`src/rtl/ram_pkg.sv`:
```
// Shared types and encodings for the parametrised clearable Hack RAM.
package ram_pkg;

   typedef enum logic [0:0] {
      CLEAR,
      IDLE
   } ram_state_t;

   localparam int unsigned RD_COMB = 0;
   localparam int unsigned RD_REG  = 1;

endpackage

```
`src/rtl/ram_clear_seq.sv`:
```
// Clear sequencer: sweeps a zero write across every address after reset or on request.
module ram_clear_seq
   import ram_pkg::*;
#(
   parameter int unsigned ADDR_W = 6
) (
   input  logic              CLK,
   input  logic              reset,
   input  logic              clear,
   output logic              clr_we,
   output logic [ADDR_W-1:0] clr_addr,
   output logic              ready
);

   localparam logic [ADDR_W-1:0] LastPtr = '1;

   ram_state_t        state_q, state_d;
   logic [ADDR_W-1:0] ptr_q, ptr_d;

   always_ff @(posedge CLK) begin
      state_q <= state_d;
      ptr_q   <= ptr_d;
   end

   always_comb begin
      state_d = state_q;
      ptr_d   = ptr_q;
      if (reset) begin
         state_d = CLEAR;
         ptr_d   = '0;
      end else begin
         case (state_q)
            // End on the explicit last-address compare rather than on wrap.
            CLEAR: begin
               if (ptr_q == LastPtr) begin
                  state_d = IDLE;
                  ptr_d   = '0;
               end else begin
                  ptr_d = ptr_q + ADDR_W'(1);
               end
            end
            IDLE: begin
               if (clear) begin
                  state_d = CLEAR;
                  ptr_d   = '0;
               end
            end
            default: begin
               state_d = CLEAR;
               ptr_d   = '0;
            end
         endcase
      end
   end

   assign clr_we   = (state_q == CLEAR);
   assign clr_addr = ptr_q;
   assign ready    = (state_q == IDLE);

endmodule

```
`src/rtl/ram_clear_param.sv`:
```
// Parametrised Hack-style RAM with hardware clear sweep and selectable read latency.
module ram_clear_param
   import ram_pkg::*;
#(
   parameter int unsigned WIDTH        = 16,
   parameter int unsigned ADDR_W       = 6,
   parameter int unsigned READ_LATENCY = RD_COMB
) (
   input  logic              CLK,
   input  logic              reset,
   input  logic [WIDTH-1:0]  in,
   input  logic              load,
   input  logic [ADDR_W-1:0] address,
   input  logic              clear,
   output logic [WIDTH-1:0]  out,
   output logic              ready
);

   localparam int unsigned DEPTH = 2 ** ADDR_W;

   logic              clr_we;
   logic [ADDR_W-1:0] clr_addr;
   logic              we;
   logic [ADDR_W-1:0] waddr;
   logic [WIDTH-1:0]  wdata;
   logic [WIDTH-1:0]  mem_q [DEPTH];

   ram_clear_seq #(
      .ADDR_W(ADDR_W)
   ) u_seq (
      .CLK     (CLK),
      .reset   (reset),
      .clear   (clear),
      .clr_we  (clr_we),
      .clr_addr(clr_addr),
      .ready   (ready)
   );

   // User writes only land in IDLE, and lose to a same-cycle clear or reset.
   always_comb begin
      we    = clr_we | (ready & load & ~clear & ~reset);
      waddr = clr_we ? clr_addr : address;
      wdata = clr_we ? '0 : in;
   end

   always_ff @(posedge CLK) begin
      if (we) begin
         mem_q[waddr] <= wdata;
      end
   end

   generate
      if (READ_LATENCY == RD_REG) begin : g_rd_reg
         logic [WIDTH-1:0] out_q;

         // Read-first: the nonblocking read sees the pre-write contents.
         always_ff @(posedge CLK) begin
            if (reset || !ready) begin
               out_q <= '0;
            end else begin
               out_q <= mem_q[address];
            end
         end

         assign out = ready ? out_q : '0;
      end else begin : g_rd_comb
         assign out = ready ? mem_q[address] : '0;
      end
   endgenerate

endmodule

```
`config.mk`:
```
export PLATFORM = sky130hd
export DESIGN_NAME = ram_clear_param
export DESIGN_NICKNAME = d
export VERILOG_FILES = /design/src/rtl/ram_pkg.sv /design/src/rtl/ram_clear_seq.sv /design/src/rtl/ram_clear_param.sv
export SDC_FILE = /design/constraint.sdc
export NUM_CORES = 1
export LEC_CHECK = 0
export ABC_AREA = 1
export BUFFER_PORTS_ARGS = -buffer_cell sky130_fd_sc_hd__buf_2
export CAP_MARGIN = 0
export CORE_MARGIN = 8
export CORE_UTILIZATION = 25
export CTS_CLUSTER_SIZE = 16
export DETAILED_ROUTE_END_ITERATION = 10
export HOLD_SLACK_MARGIN = 0.1
export PLACE_DENSITY = 0.41
export SLEW_MARGIN = 15
export SYNTH_ARGS = -nofsm -noshare
export SYNTH_HDL_FRONTEND = slang
export SYNTH_SLANG_ARGS = --single-unit
```
`constraint.sdc`:
```
create_clock -name CLK -period 3 [get_ports CLK]
set_input_delay 0.3 -clock CLK [delete_from_list [all_inputs] [get_ports CLK]]
set_output_delay 0.3 -clock CLK [all_outputs]
set_load 0.1 [all_outputs]
```
; ---- Yosys cells after proc, flatten, opt, wreduce, memory -nomap -nowiden
; Memory sizes are Yosys's and may differ from the RTL's.
; Index checks and enable logic that the tools add are counted.
; W data, S select, Z words.
[totals]
ramBits = 1024
mem_count = 1
out_inout_bits = 17
reg_bits = 7
in_bits = 26
[memory_table]
columns = name, depth, word_bits, rd, rd_ports_with_merged_regs, write_ports, line_no
row1 = mem_q, 64, 16, 1, 0, 1, ram_clear_param.sv:26  ; logic [WIDTH-1:0] mem_q [DEPTH];
[op_classes]
n_mux = 11
addsub = 1
n_bitwise = 7
eq_ne = 2
[ops]
columns = operator, n
row1 = $mux W16, 2
row2 = $mux W6, 3
row3 = $pmux W6 S2, 1
row4 = $add A6 B1 Y6 const B, 1
row5 = $eq A6 B6 Y1 const B, 1
row6 = $mux W1, 4
row7 = $and A1 B1 Y1, 3
row8 = $not A1 Y1, 3
row9 = $ne A2 B2 Y1 const B, 1
row10 = $pmux W1 S2, 1
row11 = $or A1 B1 Y1, 1

; ---- Longest topological paths before layout
[depth]
depth_word = 6
depth_mapped = 12

; ---- Modules after synthesis
; Synthesis repeated with hierarchy kept, for this count alone.
[unflattened]
cells_unflattened = 3596
area_unflattened_um2 = 42002.8
[modules_own_cells]
columns = module, n_inst, cells_per_inst, area_each_um2
row1 = ram_clear_param, 1, 3551, 41658.7
row2 = ram_clear_seq, 1, 45, 344.1

; ---- Worst setup path after synthesis
; OpenSTA, ideal clock, no wires.
[synth_path]
path_kind = reg-to-output
from = reg u_seq.state_q (netlist: u_seq.ready)
to = out out[10]
slack_ns = -0.298
path_stages_with_launch = 5
path_buffers = 2
arrival_time_ns = 2.998
cell_sequence = dfxtp_1 buf_4 inv_1 clkbuf_1 a21oi_1
[synth_via]
elab_chain_cells = 1
[synth_lines]
columns = item, line_no
row1 = from (decl), ram_clear_seq.sv:17  ; ram_state_t state_q, state_d;
row2 = from (signal assigned), ram_clear_seq.sv:21  ; state_q <= state_d;
row3 = $mux W16, ram_clear_param.sv:67  ; assign out = ready ? mem_q[address] : '0;
row4 = to (decl), ram_clear_param.sv:15  ; output logic [WIDTH-1:0] out,
; Every way passes these cells.

; ---- Final worst setup path
[layout_path]
from = mem mem_q[6][9]
to = out out[9]
[layout_via]
elab_chain_cells = 2
[layout_lines]
columns = item, line_no
row1 = from (decl), ram_clear_param.sv:26
row2 = $mem_v2 Z64 W16, --
row3 = $mux W16, ram_clear_param.sv:67
; Every way passes these cells.

==> impl_results.md <==
- Worst Path Max Fanout: 1
- Vias in the first global route: 26700
- Yosys top cell area share: 73.5%
- IO Count: 43
- Total GRT Usage: 14.7%
- CTS root buf: clkbuf_16
- Area grow syn2layout: 20.9%
- Area contributors post-synth: edfxtp_1 73%, nand2_1 10%, nand3_1 7.0%, a21oi_1 2.0%, nor2_1 1.8%
- Clock Path Buffers: 3
- Vias per cell: 4.55
- Cell row count: 150
- Fillers: 17000
- Critical Path End Type: output port
- Fin crit period: 2.92 ns
- Synth Register Bits: 1031
- Fin crit share: 97.4%
- F_max: 342 MHz
- Finished Core Util: 30.4%
- Multi-input gate area: 9950 sq um
- RSZ-0062 raised after global routing: no
- Mean Syn Cell Area: 11.9 sq um
- Endpoints failing hold: 0
- H-tree levels: 3
- CTS sink cnt: 1031
- Clk slew on worst S/H paths: 0.06 ns
- Placed instance area: 47000 sq um
- Cells after synthesis: 3525
- CP Data Required Time: 2.70 ns
- Port Buf Inserts: 42
- Synthesized net count: 3552
- Antenna violations before repair: 5
- Detailed Place HPWL: 81.0 mm
- Sequential share of the synthesized area: 73.8%
- CTS tree: built
- Pleak: 0.0184 uW
- Distinct cell type count of the synthesized netlist: 25
- Initial core utilization: 25.1%
- Slew headroom: 48.5%
- Synth area leader: edfxtp_1
- Worst Tran Pin Value: 0.772 ns
- Largest net degree at the start of global routing: 91
- CTS Buf Count: 112
- WL final: 137 mm
- Critical Path AT: 2.62 ns
- Vias: 27400
- Number of remaining DRC errors: 0
- Worst Clk Skew: 0.0523 ns
- Core footprint: 167000 sq um
- Design Area, Final: 50600 sq um
- Commonest non-fill, non-tap cells in the layout: 1129 x nand2_1, 1024 x edfxtp_1, 576 x nand3_1
- Clock Latency Late Sink: 0.75 ns
- First-pass detailed-route iteration total: 6
- Die W: 425 microns
- Layout cells sized above 1: 14.3%
- Commonest non-fill, non-tap cell in the layout: nand2_1
- Final Wtd Congestion: 0.796
- Area of the die: 181000 sq um
- Setup crit start kind: flop
- Peak supply drop: 0.000448 V
- Setup Crit Path Kind: flop to output port
- Synth warn: 0
- Setup TNS: 0 ns
- Outcome: completed
- Register area: 30900 sq um
- Grt ovf: 0
- Setup violators final: 0
- Post CTS Setup Buffer Count: 0
- Final #Nets: 3744
- Global-route wire length before repair: 196 mm
- Final ANT Viol Nets: 0
- Min-delay worst type: primary input to flop
- Pwr/cell area: 608 nW/um^2
- Die Y: 425 microns
- Wire per inst: 22.7 microns
- Iteration-0 DRC Markers: 2112
- Mapped cell area: 41900 sq um
- Final Slew Violations: 0
- Max-cap check violation count: 0
## final timing paths
kind                     start  slack [ns]           endpoint  cells after the start
min reg2reg  u_seq.clr_addr[3]        0.48  u_seq.clr_addr[3]                      2
max                mem_q[6][9]        0.08             out[9]                      7
max reg2reg        u_seq.ready        0.41       mem_q[12][5]                      6
min                     in[13]        0.15      mem_q[47][13]                      4
## through the flow
| stage | setup WS, ns | power (uW) | std cells | hold WS (ns) |
|---|---|---|---|---|
| final | 0.0775 | 30800 | 6018 | 0.154 |
| after global routing | 0.00303 | 31700 | 6013 | 0.144 |
| after CTS | 0.00672 | 31100 | 6013 | 0.122 |
| after detailed placement | -0.0315 | 17800 | 5801 | 0.479 |
| after global placement | -0.0416 | 17800 | 5801 | 0.472 |
| after floorplan | -0.298 | 17000 | 3525 | 0.369 |
## cell families after synthesis
family | Yosys count | share of synthesized area, %
adder cells (fa/ha/maj) | 1 | 0.0299
flip-flops | 1031 | 73.8
buffers and inverters | 257 | 2.98
AND/OR/NAND/NOR | 1926 | 19.1
AO/OA/AOI/OAI | 310 | 4.13
## cell usage after synthesis
library cell and instances:
a21oi_2 1, nor3_1 1, nand2_1 1129, nor2_1 204, edfxtp_1 1024, nand4_1 8
o31ai_1 66, o21ai_0 66, a21o_1 1, o21ai_1 7, dfxtp_1 7, inv_1 27
buf_4 28, a221oi_1 1, nand3_1 584, a211oi_1 1, inv_2 4, a21oi_1 166
buf_2 117, a31oi_1 1, buf_1 24, inv_4 1, buf_6 4, ha_1 1
clkbuf_1 52
## power breakdown
group	switching [uW]	leakage [uW]	internal [uW]
sequential	19.4	0.0103	15700
clock	5840	0.00170	7400
combinational	1260	0.00642	562
total	7110	0.0184	23600
## timing repair
item	CTS	global route
setup endpoints to repair	11	5
cloned	0	0
resized for setup	15	5
hold endpoints to repair	41	0
hold buffers	6	0
## area by class of cell
type                            instances  share of cell area (%)
Antenna cell                            5                  0.0247
Clock buffer                          138                    5.77
Clock inverter                         68                    1.01
Inverter                               32                   0.294
Multi-Input combinational cell       2237                    19.7
Sequential cell                      1031                    61.1
Tap cell                             2204                    5.45
Timing Repair Buffer                  303                    6.72
## routing by layer
metal  up-vias  global-route usage (%)  routed length [microns]
met5         -                       0                        0
met3       163                    2.16                     5960
met2       511                    24.9                    66400
li1      12900                       -                        -
met1     13800                    19.9                    61500
met4         0                    3.57                     2850
## critical path, stage by stage, from the launching register on
cell,delay (ns)
edfxtp_1,0.35
o21ai_0,0.15
nor2_1,0.06
o31ai_1,0.43
nand3_1,0.36
nand3_1,0.16
nand2_1,0.17
buf_12,0.22
## flip-flops by register name, indices dropped and copies added, names as in the netlist
signal / count
u_seq.clr_addr: 6
mem_q: 1024
u_seq.ready: 1
(Power assumes the default switching activity.)
